<file path="src/rtl/snake_body_stream_if.sv">
// -----------------------------------------------------------------------------
// snake_body_stream_if
// Bundles the game-control inputs and the segment-stream outputs of
// snake_body_stream. The game logic / bench side uses the master modport,
// the snake block uses the slave modport.
//
// Signals (direction seen from the slave):
//   game_rst      in   re-init snake state
//   move          in   one-cycle move pulse
//   move_dir      in   requested heading (0=+x, 1=-x, 2=+y, 3=-y)
//   grow          in   grow on this move
//   scan_start    in   one-cycle pulse, stream the body
//   snake_head_x  out  head column
//   snake_head_y  out  head row
//   snake_x/y     out  streamed segment coordinate
//   snake_dir     out  direction toward the next (tail-ward) segment
//   snake_first   out  streamed segment is the head
//   snake_last    out  streamed segment is the tail
//   snake_valid   out  stream fields valid
//   length        out  segment count
//   full          out  length at buffer capacity
//   self_hit      out  sticky self-collision flag
//   wall_hit      out  sticky wall-collision flag
// -----------------------------------------------------------------------------
interface snake_body_stream_if;
    logic       game_rst;
    logic       move;
    logic [1:0] move_dir;
    logic       grow;
    logic       scan_start;
    logic [4:0] snake_head_x;
    logic [3:0] snake_head_y;
    logic [4:0] snake_x;
    logic [3:0] snake_y;
    logic [1:0] snake_dir;
    logic       snake_first;
    logic       snake_last;
    logic       snake_valid;
    logic [6:0] length;
    logic       full;
    logic       self_hit;
    logic       wall_hit;

    modport master (
        output game_rst, move, move_dir, grow, scan_start,
        input  snake_head_x, snake_head_y, snake_x, snake_y, snake_dir,
               snake_first, snake_last, snake_valid, length, full,
               self_hit, wall_hit
    );

    modport slave (
        input  game_rst, move, move_dir, grow, scan_start,
        output snake_head_x, snake_head_y, snake_x, snake_y, snake_dir,
               snake_first, snake_last, snake_valid, length, full,
               self_hit, wall_hit
    );
endinterface

</file>
<file path="src/rtl/snake_body_stream.sv">
// -----------------------------------------------------------------------------
// snake_body_stream
// Holds the snake as a head coordinate plus a circular buffer of 2-bit
// segment directions (each pointing toward the tail), applies step/grow
// moves, and on request streams every segment head-to-tail, one per clock,
// to the VGA renderer. Flags wall collision on moves and self collision
// while streaming.
//
// Ports:
//   clk  in  system clock
//   rst  in  synchronous active-high reset
//   bus  slave modport of snake_body_stream_if (controls in, stream out)
// -----------------------------------------------------------------------------
module snake_body_stream #(
    parameter int GAME_WIDTH  = 18,
    parameter int GAME_HEIGHT = 13,
    parameter int MAX_LEN     = 64,
    parameter int INIT_X      = 5,
    parameter int INIT_Y      = 7
) (
    input  logic                clk,
    input  logic                rst,
    snake_body_stream_if.slave  bus
);
    localparam int         PTR_W   = $clog2(MAX_LEN);
    localparam logic [4:0] X_WALL  = 5'(GAME_WIDTH + 1);
    localparam logic [3:0] Y_WALL  = 4'(GAME_HEIGHT + 1);
    localparam logic [4:0] X_START = 5'(INIT_X);
    localparam logic [3:0] Y_START = 4'(INIT_Y);
    localparam logic [6:0] LEN_MAX = 7'(MAX_LEN);

    typedef enum logic {IDLE, SCAN} state_t;

    function automatic logic [4:0] step_x(input logic [4:0] x, input logic [1:0] d);
        case (d)
            2'd0:    step_x = x + 5'd1;
            2'd1:    step_x = x - 5'd1;
            default: step_x = x;
        endcase
    endfunction

    function automatic logic [3:0] step_y(input logic [3:0] y, input logic [1:0] d);
        case (d)
            2'd2:    step_y = y + 4'd1;
            2'd3:    step_y = y - 4'd1;
            default: step_y = y;
        endcase
    endfunction

    // Snake state
    state_t           state_q;
    logic [4:0]       head_x_q;
    logic [3:0]       head_y_q;
    logic [1:0]       heading_q;
    logic [PTR_W-1:0] hp_q;
    logic [6:0]       length_q;
    logic [1:0]       mem_q [MAX_LEN];
    logic             self_hit_q;
    logic             wall_hit_q;

    // Scan walker
    logic [6:0]       idx_q;
    logic [4:0]       cur_x_q;
    logic [3:0]       cur_y_q;

    // Deferred move
    logic             pend_q;
    logic [1:0]       pend_dir_q;
    logic             pend_grow_q;

    // Registered stream outputs
    logic [4:0]       sx_q;
    logic [3:0]       sy_q;
    logic [1:0]       sdir_q;
    logic             sfirst_q;
    logic             slast_q;
    logic             svalid_q;

    // Segment emitted on this clock edge
    logic             seg_emit;
    logic [6:0]       seg_idx;
    logic [4:0]       seg_x;
    logic [3:0]       seg_y;
    logic             seg_last;
    logic [1:0]       seg_dir;
    logic [PTR_W-1:0] rd_ptr;
    logic [4:0]       cur_x_d;
    logic [3:0]       cur_y_d;

    // Move evaluation
    logic             mv_req;
    logic [1:0]       mv_dir;
    logic             mv_grow;
    logic [1:0]       dir_d;
    logic [4:0]       tgt_x_d;
    logic [3:0]       tgt_y_d;
    logic             tgt_wall;
    logic [PTR_W-1:0] hp_d;

    always_comb begin
        seg_emit = 1'b0;
        seg_idx  = '0;
        seg_x    = head_x_q;
        seg_y    = head_y_q;
        if (state_q == IDLE) begin
            // The head goes out on the same edge that accepts scan_start.
            seg_emit = bus.scan_start;
        end else if (idx_q != length_q) begin
            seg_emit = 1'b1;
            seg_idx  = idx_q;
            seg_x    = cur_x_q;
            seg_y    = cur_y_q;
        end
        rd_ptr   = hp_q + seg_idx[PTR_W-1:0];
        seg_last = (seg_idx == length_q - 7'd1);
        seg_dir  = seg_last ? 2'd0 : mem_q[rd_ptr];
        cur_x_d  = step_x(seg_x, seg_dir);
        cur_y_d  = step_y(seg_y, seg_dir);
    end

    always_comb begin
        // A live move pulse takes precedence over a deferred one.
        mv_dir  = bus.move ? bus.move_dir : pend_dir_q;
        mv_grow = bus.move ? bus.grow     : pend_grow_q;
        mv_req  = (state_q == IDLE) && !bus.scan_start && (bus.move || pend_q)
                  && !self_hit_q && !wall_hit_q;
        // Reversing straight into the neck keeps the current heading.
        dir_d   = ((mv_dir == (heading_q ^ 2'd1)) && (length_q > 7'd1)) ? heading_q : mv_dir;
        tgt_x_d = step_x(head_x_q, dir_d);
        tgt_y_d = step_y(head_y_q, dir_d);
        tgt_wall = (tgt_x_d == 5'd0) || (tgt_x_d == X_WALL) ||
                   (tgt_y_d == 4'd0) || (tgt_y_d == Y_WALL);
        hp_d    = hp_q - PTR_W'(1);
    end

    always_ff @(posedge clk) begin
        if (rst || bus.game_rst) begin
            state_q     <= IDLE;
            head_x_q    <= X_START;
            head_y_q    <= Y_START;
            heading_q   <= 2'd0;
            hp_q        <= '0;
            length_q    <= 7'd3;
            mem_q[0]    <= 2'd1;
            mem_q[1]    <= 2'd1;
            self_hit_q  <= 1'b0;
            wall_hit_q  <= 1'b0;
            idx_q       <= '0;
            cur_x_q     <= '0;
            cur_y_q     <= '0;
            pend_q      <= 1'b0;
            pend_dir_q  <= 2'd0;
            pend_grow_q <= 1'b0;
            sx_q        <= '0;
            sy_q        <= '0;
            sdir_q      <= '0;
            sfirst_q    <= 1'b0;
            slast_q     <= 1'b0;
            svalid_q    <= 1'b0;
        end else begin
            svalid_q <= 1'b0;
            if (seg_emit) begin
                state_q  <= SCAN;
                sx_q     <= seg_x;
                sy_q     <= seg_y;
                sdir_q   <= seg_dir;
                sfirst_q <= (seg_idx == 7'd0);
                slast_q  <= seg_last;
                svalid_q <= 1'b1;
                idx_q    <= seg_idx + 7'd1;
                cur_x_q  <= cur_x_d;
                cur_y_q  <= cur_y_d;
                if ((seg_idx != 7'd0) && (seg_x == head_x_q) && (seg_y == head_y_q)) begin
                    self_hit_q <= 1'b1;
                end
            end else if (state_q == SCAN) begin
                // Walker is past the tail: valid drops this edge.
                state_q <= IDLE;
            end

            if (bus.move && ((state_q == SCAN) || bus.scan_start)) begin
                pend_q      <= 1'b1;
                pend_dir_q  <= bus.move_dir;
                pend_grow_q <= bus.grow;
            end else if ((state_q == IDLE) && !bus.scan_start) begin
                pend_q <= 1'b0;
            end

            if (mv_req) begin
                if (tgt_wall) begin
                    wall_hit_q <= 1'b1;
                end else begin
                    // New head slot sits just before the old head; it points
                    // back toward the old head. A full buffer overwrites the
                    // tail's unused slot, which drops the tail.
                    hp_q        <= hp_d;
                    mem_q[hp_d] <= dir_d ^ 2'd1;
                    head_x_q    <= tgt_x_d;
                    head_y_q    <= tgt_y_d;
                    heading_q   <= dir_d;
                    if (mv_grow && (length_q != LEN_MAX)) begin
                        length_q <= length_q + 7'd1;
                    end
                end
            end
        end
    end

    assign bus.snake_head_x = head_x_q;
    assign bus.snake_head_y = head_y_q;
    assign bus.snake_x      = sx_q;
    assign bus.snake_y      = sy_q;
    assign bus.snake_dir    = sdir_q;
    assign bus.snake_first  = sfirst_q;
    assign bus.snake_last   = slast_q;
    assign bus.snake_valid  = svalid_q;
    assign bus.length       = length_q;
    assign bus.full         = (length_q == LEN_MAX);
    assign bus.self_hit     = self_hit_q;
    assign bus.wall_hit     = wall_hit_q;
endmodule

</file>
<file path="src/flat_wrapper.sv">
// flat-port wrapper written by rule: the top's interface ports become plain ports
module snake_body_stream_flat 
#(
    parameter int GAME_WIDTH  = 18,
    parameter int GAME_HEIGHT = 13,
    parameter int MAX_LEN     = 64,
    parameter int INIT_X      = 5,
    parameter int INIT_Y      = 7
)
  (clk, rst, bus_game_rst, bus_move, bus_move_dir, bus_grow, bus_scan_start, bus_snake_head_x, bus_snake_head_y, bus_snake_x, bus_snake_y, bus_snake_dir, bus_snake_first, bus_snake_last, bus_snake_valid, bus_length, bus_full, bus_self_hit, bus_wall_hit);
  snake_body_stream_if bus_i ();
  input  logic clk;
  input  logic rst;
  input wire logic [$bits(bus_i.game_rst)-1:0] bus_game_rst;
  input wire logic [$bits(bus_i.move)-1:0] bus_move;
  input wire logic [$bits(bus_i.move_dir)-1:0] bus_move_dir;
  input wire logic [$bits(bus_i.grow)-1:0] bus_grow;
  input wire logic [$bits(bus_i.scan_start)-1:0] bus_scan_start;
  output wire logic [$bits(bus_i.snake_head_x)-1:0] bus_snake_head_x;
  output wire logic [$bits(bus_i.snake_head_y)-1:0] bus_snake_head_y;
  output wire logic [$bits(bus_i.snake_x)-1:0] bus_snake_x;
  output wire logic [$bits(bus_i.snake_y)-1:0] bus_snake_y;
  output wire logic [$bits(bus_i.snake_dir)-1:0] bus_snake_dir;
  output wire logic [$bits(bus_i.snake_first)-1:0] bus_snake_first;
  output wire logic [$bits(bus_i.snake_last)-1:0] bus_snake_last;
  output wire logic [$bits(bus_i.snake_valid)-1:0] bus_snake_valid;
  output wire logic [$bits(bus_i.length)-1:0] bus_length;
  output wire logic [$bits(bus_i.full)-1:0] bus_full;
  output wire logic [$bits(bus_i.self_hit)-1:0] bus_self_hit;
  output wire logic [$bits(bus_i.wall_hit)-1:0] bus_wall_hit;
  assign bus_i.game_rst = bus_game_rst;
  assign bus_i.move = bus_move;
  assign bus_i.move_dir = bus_move_dir;
  assign bus_i.grow = bus_grow;
  assign bus_i.scan_start = bus_scan_start;
  assign bus_snake_head_x = bus_i.snake_head_x;
  assign bus_snake_head_y = bus_i.snake_head_y;
  assign bus_snake_x = bus_i.snake_x;
  assign bus_snake_y = bus_i.snake_y;
  assign bus_snake_dir = bus_i.snake_dir;
  assign bus_snake_first = bus_i.snake_first;
  assign bus_snake_last = bus_i.snake_last;
  assign bus_snake_valid = bus_i.snake_valid;
  assign bus_length = bus_i.length;
  assign bus_full = bus_i.full;
  assign bus_self_hit = bus_i.self_hit;
  assign bus_wall_hit = bus_i.wall_hit;
  snake_body_stream #(.GAME_WIDTH(GAME_WIDTH), .GAME_HEIGHT(GAME_HEIGHT), .MAX_LEN(MAX_LEN), .INIT_X(INIT_X), .INIT_Y(INIT_Y)) u_core (.clk(clk), .rst(rst), .bus(bus_i));
endmodule
</file>
<file path="config.mk">
export PLATFORM = sky130hd
export DESIGN_NAME = snake_body_stream_flat
export DESIGN_NICKNAME = d
export VERILOG_FILES = /design/src/rtl/snake_body_stream_if.sv /design/src/rtl/snake_body_stream.sv /design/src/flat_wrapper.sv
export SDC_FILE = /design/constraint.sdc
export NUM_CORES = 1
export LEC_CHECK = 0
export CORE_MARGIN = 2
export CORE_UTILIZATION = 27
export CTS_CLUSTER_DIAMETER = 150
export DETAILED_ROUTE_END_ITERATION = 6
export DONT_BUFFER_PORTS = 1
export GPL_TIMING_DRIVEN = 0
export MAX_ROUTING_LAYER = met4
export PLACE_DENSITY = 0.38
export SYNTH_ARGS = -nofsm -noshare
export SYNTH_HDL_FRONTEND = slang
export SYNTH_SLANG_ARGS = --single-unit
</file>
<file path="constraint.sdc">
create_clock -name clk -period 8.1 [get_ports clk]
set_input_delay 1.62 -clock clk [delete_from_list [all_inputs] [get_ports clk]]
set_output_delay 1.62 -clock clk [all_outputs]
set_load 0.1 [all_outputs]
</file>
After elaboration in Yosys (flattened, before gate mapping)
Memory sizes are Yosys's and may differ from the RTL's. Cells that the tools add are included.

Memories: 1. Input port bits: 8. Output and inout port bits: 33. Bits in writable memories: 128. Bits in registers: 60.

Memory list: u_core.mem_q (depth 64, bits a word 2, rd ports 1, clocked after Yosys merged registers in 0, write ports 2, RTL line snake_body_stream.sv:57) `logic [1:0] mem_q [MAX_LEN];`.

Magnitude comparators: 1. Bitwise gates (word level): 4. Equal/unequal tests: 15. Add/subtract/negate cells: 13. Multiplexer cells: 28. Reductions and logical operators: 30.

Operator list (number): $pmux W5 S2 (2); $pmux W4 S2 (2); $add A7 B1 Y7 const B (2); $mux W7 (2); $mux W1 (13); $add A5 B1 Y5 const B (2); $mux W5 (2); $sub A5 B1 Y5 const B (2); $logic_and A1 B1 Y1 (9); $add A4 B1 Y4 const B (2); $eq A2 B2 Y1 const B (4); $mux W2 (4); $mux W4 (2); $sub A4 B1 Y4 const B (2); $eq A7 B7 Y1 (1); $eq A7 B7 Y1 const B (1); $gt A7 B1 Y1 const B (1); $logic_not A7 Y1 (1); $ne A7 B7 Y1 (1); $ne A7 B7 Y1 const B (1); $reduce_bool A7 Y1 (1); $sub A7 B1 Y7 const B (1); $add A6 B6 Y6 (1); $logic_or A1 B1 Y1 (6); other kinds (17) (26).

Longest topological paths before layout
Gate-level depths: netlist of run 1.

Depth after elaboration: 16. Mapped depth: 25.

Worst setup path before layout of run 1
Ideal clock, no wire load.

Path type: register to register. From: reg u_core.length_q[1], in the netlist u_core.bus.length[1]. To: reg u_core.cur_y_q[3]. Setup slack: 909 ps. Path buffers: 5. Data arrival time: 7064 ps. Cell stages (with the launch flop): 25. Clock period less this slack: 7191 ps. Setup time: 127 ps. Cell sequence: dfxtp_1 > clkbuf_1 > xor2_1 > or4_1 > o21a_1 > clkbuf_1 > clkbuf_1 > and2_1 > ha_1 > fa_1 > clkbuf_1 > clkbuf_1 > mux4_2 > a211oi_1 > a211oi_1 > a311o_1 > nand3_1 > or2_2 > inv_1 > ha_1 > a21o_1 > a21o_1 > and3_1 > o31a_1 > or3_1.

Longest elaborated chain between the ends: 8. Elaborated cells on any way between the ends: 17. Those cells by class: add/sub (4); eq/ne (4); mux (8); memory (1).

RTL lines: start, declared (RTL line snake_body_stream.sv:56) `logic [6:0] length_q;`; start signal, assigned (RTL line snake_body_stream.sv:202) `length_q <= length_q + 7'd1;`; $ne A7 B7 Y1 (RTL line snake_body_stream.sv:108) `end else if (idx_q != length_q) begin`; $mux W7 (RTL line snake_body_stream.sv:108); $mux W7 (RTL line snake_body_stream.sv:105) `if (state_q == IDLE) begin`; $add A6 B6 Y6 (RTL line snake_body_stream.sv:114) `rd_ptr = hp_q + seg_idx[PTR_W-1:0];`; $mem_v2 Z64 W2; $mux W2 (RTL line snake_body_stream.sv:116) `seg_dir = seg_last ? 2'd0 : mem_q[rd_ptr];`; $eq A2 B2 Y1 (RTL line snake_body_stream.sv:43) `case (d)`; $pmux W4 S2 (RTL line snake_body_stream.sv:43); end signal, assigned (RTL line snake_body_stream.sv:172) `cur_y_q <= cur_y_d;`; end, declared (RTL line snake_body_stream.sv:64) `logic [3:0] cur_y_q;`.

Several ways; a longest one is shown, not always the timed one. A chain may end at the register's enable or synchronous reset.

Worst setup path after layout of run 1
Same ends and word-level chain as after synthesis.

==> metrics.md, run 1 <==
| Metric | Value |
|---|---|
| Run status | `finished clean` |
| Worst Path Required | `8.44 ns` |
| Fin crit share | `0.945` |
| Post-route cell area | `~11000 µm²` |
| Seq pwr share | `0.492` |
| WL met2 | `14.7 mm` |
| CP startpoint | `u_core.bus.length[1]` |
| Router iterations before antenna repair | `5` |
| Final Slew Violations | `0` |
| Number of synthesized flops with an enable pin | `128` |
| Placed Area | `between 10000 and 15000 µm²` |
| Max VDD drop | `roughly 0.15 mV` |
| Synthesized flop and latch total | `188` |
| Total grt overflow | `0` |
| Syn_nets | `972` |
| CP max FO | `10` |
| Maxcap violations | `0` |
| Initial antenna violation count | `0` |
| Switch share | `0.296` |
| Die H | `197 µm` |
| Synth warnings | `0` |
| Setup CP Type | `flop to flop` |
| Hold_buf cts | `0` |
| Core ar. | `36700 µm²` |
| FFs w/ async S/R, synth | `0` |
| I/O pin total | `41` |
| Mapped Cells | `~940` |
| P per Cell Area | `just under 200 nW/µm²` |
| Gp weighted congestion | `0.777` |
| Layout cell share with drive strength beyond 1 | `0.132` |
| Reg2reg start | `u_core.bus.length[1]` |
| Setup Viol. Count Final | `0` |
| Met1 WL | `15.2 mm` |
| Clock Pin Slew Worst Setup and Hold Paths | `0.08 ns` |
| Slew headroom | `0.0929` |
| Met3 routed WL | `1.28 mm` |
| Synth unique cells | `72` |
| CTS tree | `yes` |
| Drt drc | `0` |
| Total area of sequential cells | `5060 µm²` |
| Hold Path Class | `flop to flop` |
| Vias per cell | `5.16` |
| Maximum root-to-sink buffer count | `2` |
| Synth Flop Type | `edfxtp_1` |
| Area delta synth->final | `12.3%` |
| Global-route wire length before repair | `between 40 and 50 mm` |
| Combinational share of power | `0.133` |
| Highest routed metal layer | `met4` |
| Die W | `between 150 and 200 µm` |
| Routed Antenna Nets | `0` |
| Placed wire-length estimate | `23.1 mm` |
| Internal Power | `approximately 1600 µW` |
| Multi-input gate area | `between 4000 and 5000 µm²` |
| Synthesized area per cell | `10.7 µm²` |
| Final Hold Fails | `0` |
| Clock power frac | `0.376` |
| Peak Freq | `131 MHz` |
| Nets | `about 990` |
| Input/output buffers | `0` |
| Final min period | `7.65 ns` |
| Seq/Total Area, Yosys | `0.499` |
| Setup crit end kind | `flop` |
| Setup slack, reg-to-reg | `0.45 ns` |
| Clock sink count | `188` |
| Final wirelength | `31.5 mm` |
| Die Area | `39000 µm²` |
| Root Driver | `clkbuf_16` |
| Min-Delay Startpoint | `u_core.pend_grow_q` |
| Startpoint Class | `flop` |
| Least-Margin Pin Slew | `roughly 1.4 ns` |
| Hold Worst Slack | `a little over 0.5 ns` |
| Sw Pwr | `655 µW` |
| Clk Latency, worst-skew pair | `approximately 0.46 ns` |
| Number of global-route vias before repair | `7601` |
| Fillers | `3757` |
| Ant. Diodes | `0` |
| DRT iter0 DRCs | `522` |
| Post-synthesis instance area | `10100 µm²` |
| RSZ-0062 raised after global routing | `false` |
| Leakage | `~0.0038 µW` |
| Rows | `70` |
| Worst path arrival time | `~8.0 ns` |
| H-tree depth | `4` |
| Pin count of the biggest net entering global routing | `66` |
| Global Route Usage Sum | `0.174` |
| Clk_skew | `around 0.013 ns` |
| TritonCTS Buffers | `17` |
| Initial core utilization | `0.275` |
| Via Count | `7461` |
| DR WL/cell | `21.8 µm` |
==> critical path, stage by stage, from the launching register on <==
cell,delay (ns)
dfxtp_4,0.55
clkbuf_2,0.27
xor2_1,0.10
or4_1,0.55
o21a_1,0.27
clkbuf_1,0.28
clkbuf_1,0.31
and2_1,0.29
ha_1,0.23
fa_1,0.68
clkbuf_4,0.34
buf_2,0.35
mux4_2,0.42
a211oi_1,0.33
a211oi_1,0.09
a311o_1,0.45
nand3_1,0.32
or2_2,0.20
inv_1,0.06
ha_1,0.27
a21o_1,0.15
a21o_1,0.20
and3_1,0.21
o31a_1,0.23
or3_1,0.36
==> logic make-up after synthesis <==
group	synth area share
simple gates	0.180
flops	0.499
compound gates	0.103
buf+inv	0.0367
mux	0.115
xor+xnor	0.0365
fa+ha+maj	0.0295
==> layer usage <==
layer	vias to the layer above	track usage
met3	24	0.0324
met2	144	0.272
met1	3709	0.234
li1	3584	-
met4	0	0.0409
met5	-	-
==> flip-flops by register name, summed over array words and instances (netlist names), 2 cells and up <==
name and cells:
u_core.mem_q 128, u_core.bus.snake_y 4, u_core.cur_x_q 5, u_core.bus.snake_head_x 5, u_core.idx_q 7, u_core.pend_dir_q 2
u_core.bus.snake_head_y 4, u_core.hp_q 6, u_core.bus.snake_x 5, u_core.bus.length 7, u_core.cur_y_q 4, u_core.bus.snake_dir 2
u_core.heading_q 2
==> path summary, 6_finish.rpt <==
path	end	depth (start not counted)
hold reg to reg	u_core.pend_grow_q	2
hold / removal	u_core.pend_grow_q	2
setup / recovery	u_core.cur_y_q[3]	24
setup reg to reg	u_core.cur_y_q[3]	24
==> area by class of cell <==
class	instances	share of cell area
tap	468	0.0516
clock buffer	17	0.0375
multi-input combinational	665	0.414
sequential	188	0.446
timing repair buffer	3	0.00309
buffer	67	0.0272
clock inverter	15	0.0131
inverter	22	0.00728
==> through the flow <==
step                      power [µW]  cells  utilization  worst slack, ns  TNS [ns]
after floorplan                 1310    942            -            0.909         0
after global placement          1410   1410        0.291           -0.879     -7.21
after detailed placement        1410   1411        0.292           -0.881     -3.64
after CTS                       2250   1443        0.308           0.0678         0
after global routing            2320   1445        0.309           0.0143         0
final                           2210   1445        0.309            0.446         0
==> cells in the final DEF, fill, tap and decap left out, drive strengths merged, types with 14 or more instances in the layout <==
master | synthesis | final
nor4 | 20 | 20
nor2 | 118 | 118
buf | 24 | 26
xor2 | 20 | 20
xnor2 | 17 | 17
mux2i | 34 | 34
a211oi | 14 | 14
dfxtp | 60 | 60
a21oi | 33 | 33
or3 | 16 | 16
nand3 | 36 | 36
nand2 | 86 | 86
clkbuf | 43 | 60
nand4 | 16 | 16
edfxtp | 128 | 128
inv | 22 | 31
ha | 19 | 19
mux4 | 32 | 32
o21ai | 23 | 23
nor3 | 38 | 38
==> Yosys cell counts (17+ instances only) <==
cell type,instances,area [µm²]
nor4_1,19,119
nor2_1,118,443
o21ai_0,22,110
xor2_1,20,175
mux2i_1,33,330
mux4_2,32,721
buf_2,17,85.1
nand3_1,36,180
clkbuf_1,43,161
a21oi_1,32,160
ha_1,19,238
edfxtp_1,128,3840
inv_1,20,75.1
xnor2_1,17,149
nor3_1,38,190
nand2_1,86,323
dfxtp_1,60,1200
==> power by group through the flow <==
stage	registers (µW)	logic, µW	clock network, µW
detailed placement	1110	295	0
global placement	1110	294	0
global route	1090	328	900
finish	1090	293	832
CTS	1090	296	863
floorplan	1110	207	0
==> timing repair <==
item / in CTS / in global routing
endpoints found under the setup margin: 7 / 5
resized for setup: 13 / 14
buffers inserted: 0 / 2
No activity file was read; power rests on OpenSTA's default activity.
==> run 2, diff against run 1 <==
Settings changed: CORE_ASPECT_RATIO from default to 0.9, CTS_CLUSTER_SIZE from default to 10.
==> metrics.md, run 2 (synthesis results as in run 1) <==
| Metric | Value |
|---|---|
| Vias per cell | `5.08 (-1.6%)` |
| Die H | `188 µm (-5.0%)` |
| Final Core Density | `0.307 (-0.00236)` |
| Placed Area | `10700 µm² (+0.18%)` |
| Slew headroom | `0.126 (+0.0331)` |
| Clock sink count | `188 (unchanged)` |
| DR WL/cell | `21.8 µm (about the same)` |
| Nets | `992 (-0.20%)` |
| Placed wire-length estimate | `23.3 mm (+0.95%)` |
| Startpoint Class | `flop` |
| Setup crit end kind | `flop` |
| Global Route Usage Sum | `0.168 (-0.00590)` |
| P per Cell Area | `197 nW/µm² (+1.0%)` |
| H-tree depth | `4 (unchanged)` |
| Gp weighted congestion | `0.769 (-0.97%)` |
| Global-route wire length before repair | `47.3 mm (-2.6%)` |
| Post-CTS setup buffers | `0 (unchanged)` |
| Die Area | `39000 µm² (about the same)` |
| Worst path slowest cell | `fa_1` |
| Hold_buf cts | `0 (unchanged)` |
| Initial core utilization | `0.273 (-0.00264)` |
| Routed Antenna Nets | `0 (unchanged)` |
| Peak Freq | `130 MHz (-0.72%)` |
| Total grt overflow | `0 (unchanged)` |
| Clk Latency, worst-skew pair | `0.46 ns (about the same)` |
| Leakage | `0.00379 µW (-0.71%)` |
| Pin count of the biggest net entering global routing | `66 (unchanged)` |
| Run status | `finished clean` |
| Setup CP Type | `flop to flop` |
| Maximum root-to-sink buffer count | `2 (unchanged)` |
| CTS tree | `yes` |
| Die W | `208 µm (+5.3%)` |
| Least-Margin Pin Slew | `1.31 ns (-0.0496 ns)` |
| Top cell family by delay on the critical path | `compound AO/OA/AOI/OAI gates` |
| Fin crit share | `0.952 (+0.00686)` |
| Largest Register | `u_core.mem_q` |
| Most common cell after layout, fill and taps aside | `edfxtp_1` |
| Max stage delay on crit path | `0.69 ns (about the same)` |
| Rows | `67 (-4.3%)` |
| Core ar. | `37100 µm² (+0.97%)` |
| Final wirelength | `31.8 mm (+0.88%)` |
| Final min period | `7.71 ns (+0.0556 ns)` |
| Worst path buffer plus inverter count | `6 (unchanged)` |
| Final Slew Violations | `0 (unchanged)` |
| Max VDD drop | `0.147 mV (about the same)` |
| TritonCTS Buffers | `17 (unchanged)` |
| Total power | `2240 µW (+1.2%)` |
| Most frequent cells in the layout | `edfxtp_1 (128), nor2_1 (116), nand2_1 (86), dfxtp_1 (53), clkbuf_1 (40)` |
| Clk_skew | `0.0105 ns (-0.00280 ns)` |
| Largest register FFs | `128 (unchanged)` |
| Maxcap violations | `0 (unchanged)` |
| Layout cell share with drive strength beyond 1 | `0.130 (-0.00178)` |
| Hold Path Class | `flop to flop` |
| Number of global-route vias before repair | `7153 (-5.9%)` |
| Setup Viol. Count Final | `0 (unchanged)` |
| Ant. Diodes | `0 (unchanged)` |
| Worst path arrival time | `8.06 ns (+0.06 ns)` |
| Drt drc | `0 (unchanged)` |
| Initial antenna violation count | `0 (unchanged)` |
| Via Count | `7410 (-0.68%)` |
| Router iterations before antenna repair | `5 (unchanged)` |
| RSZ-0062 raised after global routing | `false` |
| Input/output buffers | `0 (unchanged)` |
| Worst Path Required | `8.45 ns (about the same)` |
| Final Hold Fails | `0 (unchanged)` |
| Worst-path cell chain | `clkbuf_1, xor2_1, or3_1, o21a_1, clkbuf_1, clkbuf_2, and2_1, ha_1, fa_1, clkbuf_4, clkbuf_2, mux4_2, a211oi_1, a211oi_1, a311o_1, nand3_2, or2_2, inv_1, ha_1, a21o_1, a21o_1, and3_1, o31a_1, or3_1` |
| DRT iter0 DRCs | `474 (-9.2%)` |
| Root Driver | `clkbuf_16` |
| Post-route cell area | `11400 µm² (+0.20%)` |
| CP max FO | `10 (unchanged)` |
| Area delta synth->final | `12.6%` |
| Clock Pin Slew Worst Setup and Hold Paths | `0.08 ns (about the same)` |
| I/O pin total | `41 (unchanged)` |
==> run 2: layout make-up <==
cell class,instances,area (µm²)
buffer,67,308
sequential,188,5060
inverter,22,82.6
timing repair buffer,1,20.0
tap,483,604
multi-input combinational,665,4710
clock buffer,17,425
fill,3836,25700
clock inverter,15,156
==> run 2: power by group <==
| group | total, µW | internal (µW) | leakage (µW) | switching (µW) |
|---|---|---|---|---|
| registers | 1090 | 1040 | 0.00164 | 44.6 |
| logic | 296 | 104 | 0.00188 | 192 |
| clock network | 856 | 434 | 0.000268 | 422 |
==> run 2: routing by layer <==
layer	wire [µm]	vias to the layer above	track usage	share of wire
li1	-	3567	-	-
met1	16400	3675	0.250	0.52
met2	13700	144	0.235	0.43
met3	1170	24	0.0276	0.037
met4	467	0	0.0445	0.015
met5	0	-	-	0
==> run 2: worst register-to-register path: cells and delay by family (launching register included) <==
kind | cells | cell delay, ns
AO/OA/AOI/OAI | 7 | 1.79
buffers and inverters | 6 | 1.78
AND/OR/NAND/NOR | 6 | 1.70
adder cells (fa/ha/maj) | 3 | 1.22
flip-flops | 1 | 0.55
multiplexers | 1 | 0.38
XOR/XNOR | 1 | 0.18
==> run 2: through the flow <==
step	hold slack (ns)	cells	TNS, ns	setup slack, ns
after CTS	0.508	1458	0	0.0663
after global routing	0.560	1458	0	0.0178
after floorplan	0.459	942	0	0.909
final	0.495	1458	0	0.390
after detailed placement	0.488	1426	-3.69	-0.949
after global placement	0.476	1425	-3.99	-0.989
==> run 2: path summary, 6_finish.rpt <==
path                         from                 end  slack (ns)  cells after the start
max          u_core.bus.length[2]   u_core.cur_y_q[3]        0.39                     24
min            u_core.pend_grow_q  u_core.pend_grow_q        0.49                      2
max reg2reg  u_core.bus.length[2]   u_core.cur_y_q[3]        0.39                     24
min reg2reg    u_core.pend_grow_q  u_core.pend_grow_q        0.49                      2
==> run 2: timing repair <==
action / 4_1_cts / 5_1_grt
endpoints found under the setup margin: 7 / 2
pin swaps: 0 / 0
gates resized for setup: 17 / 9
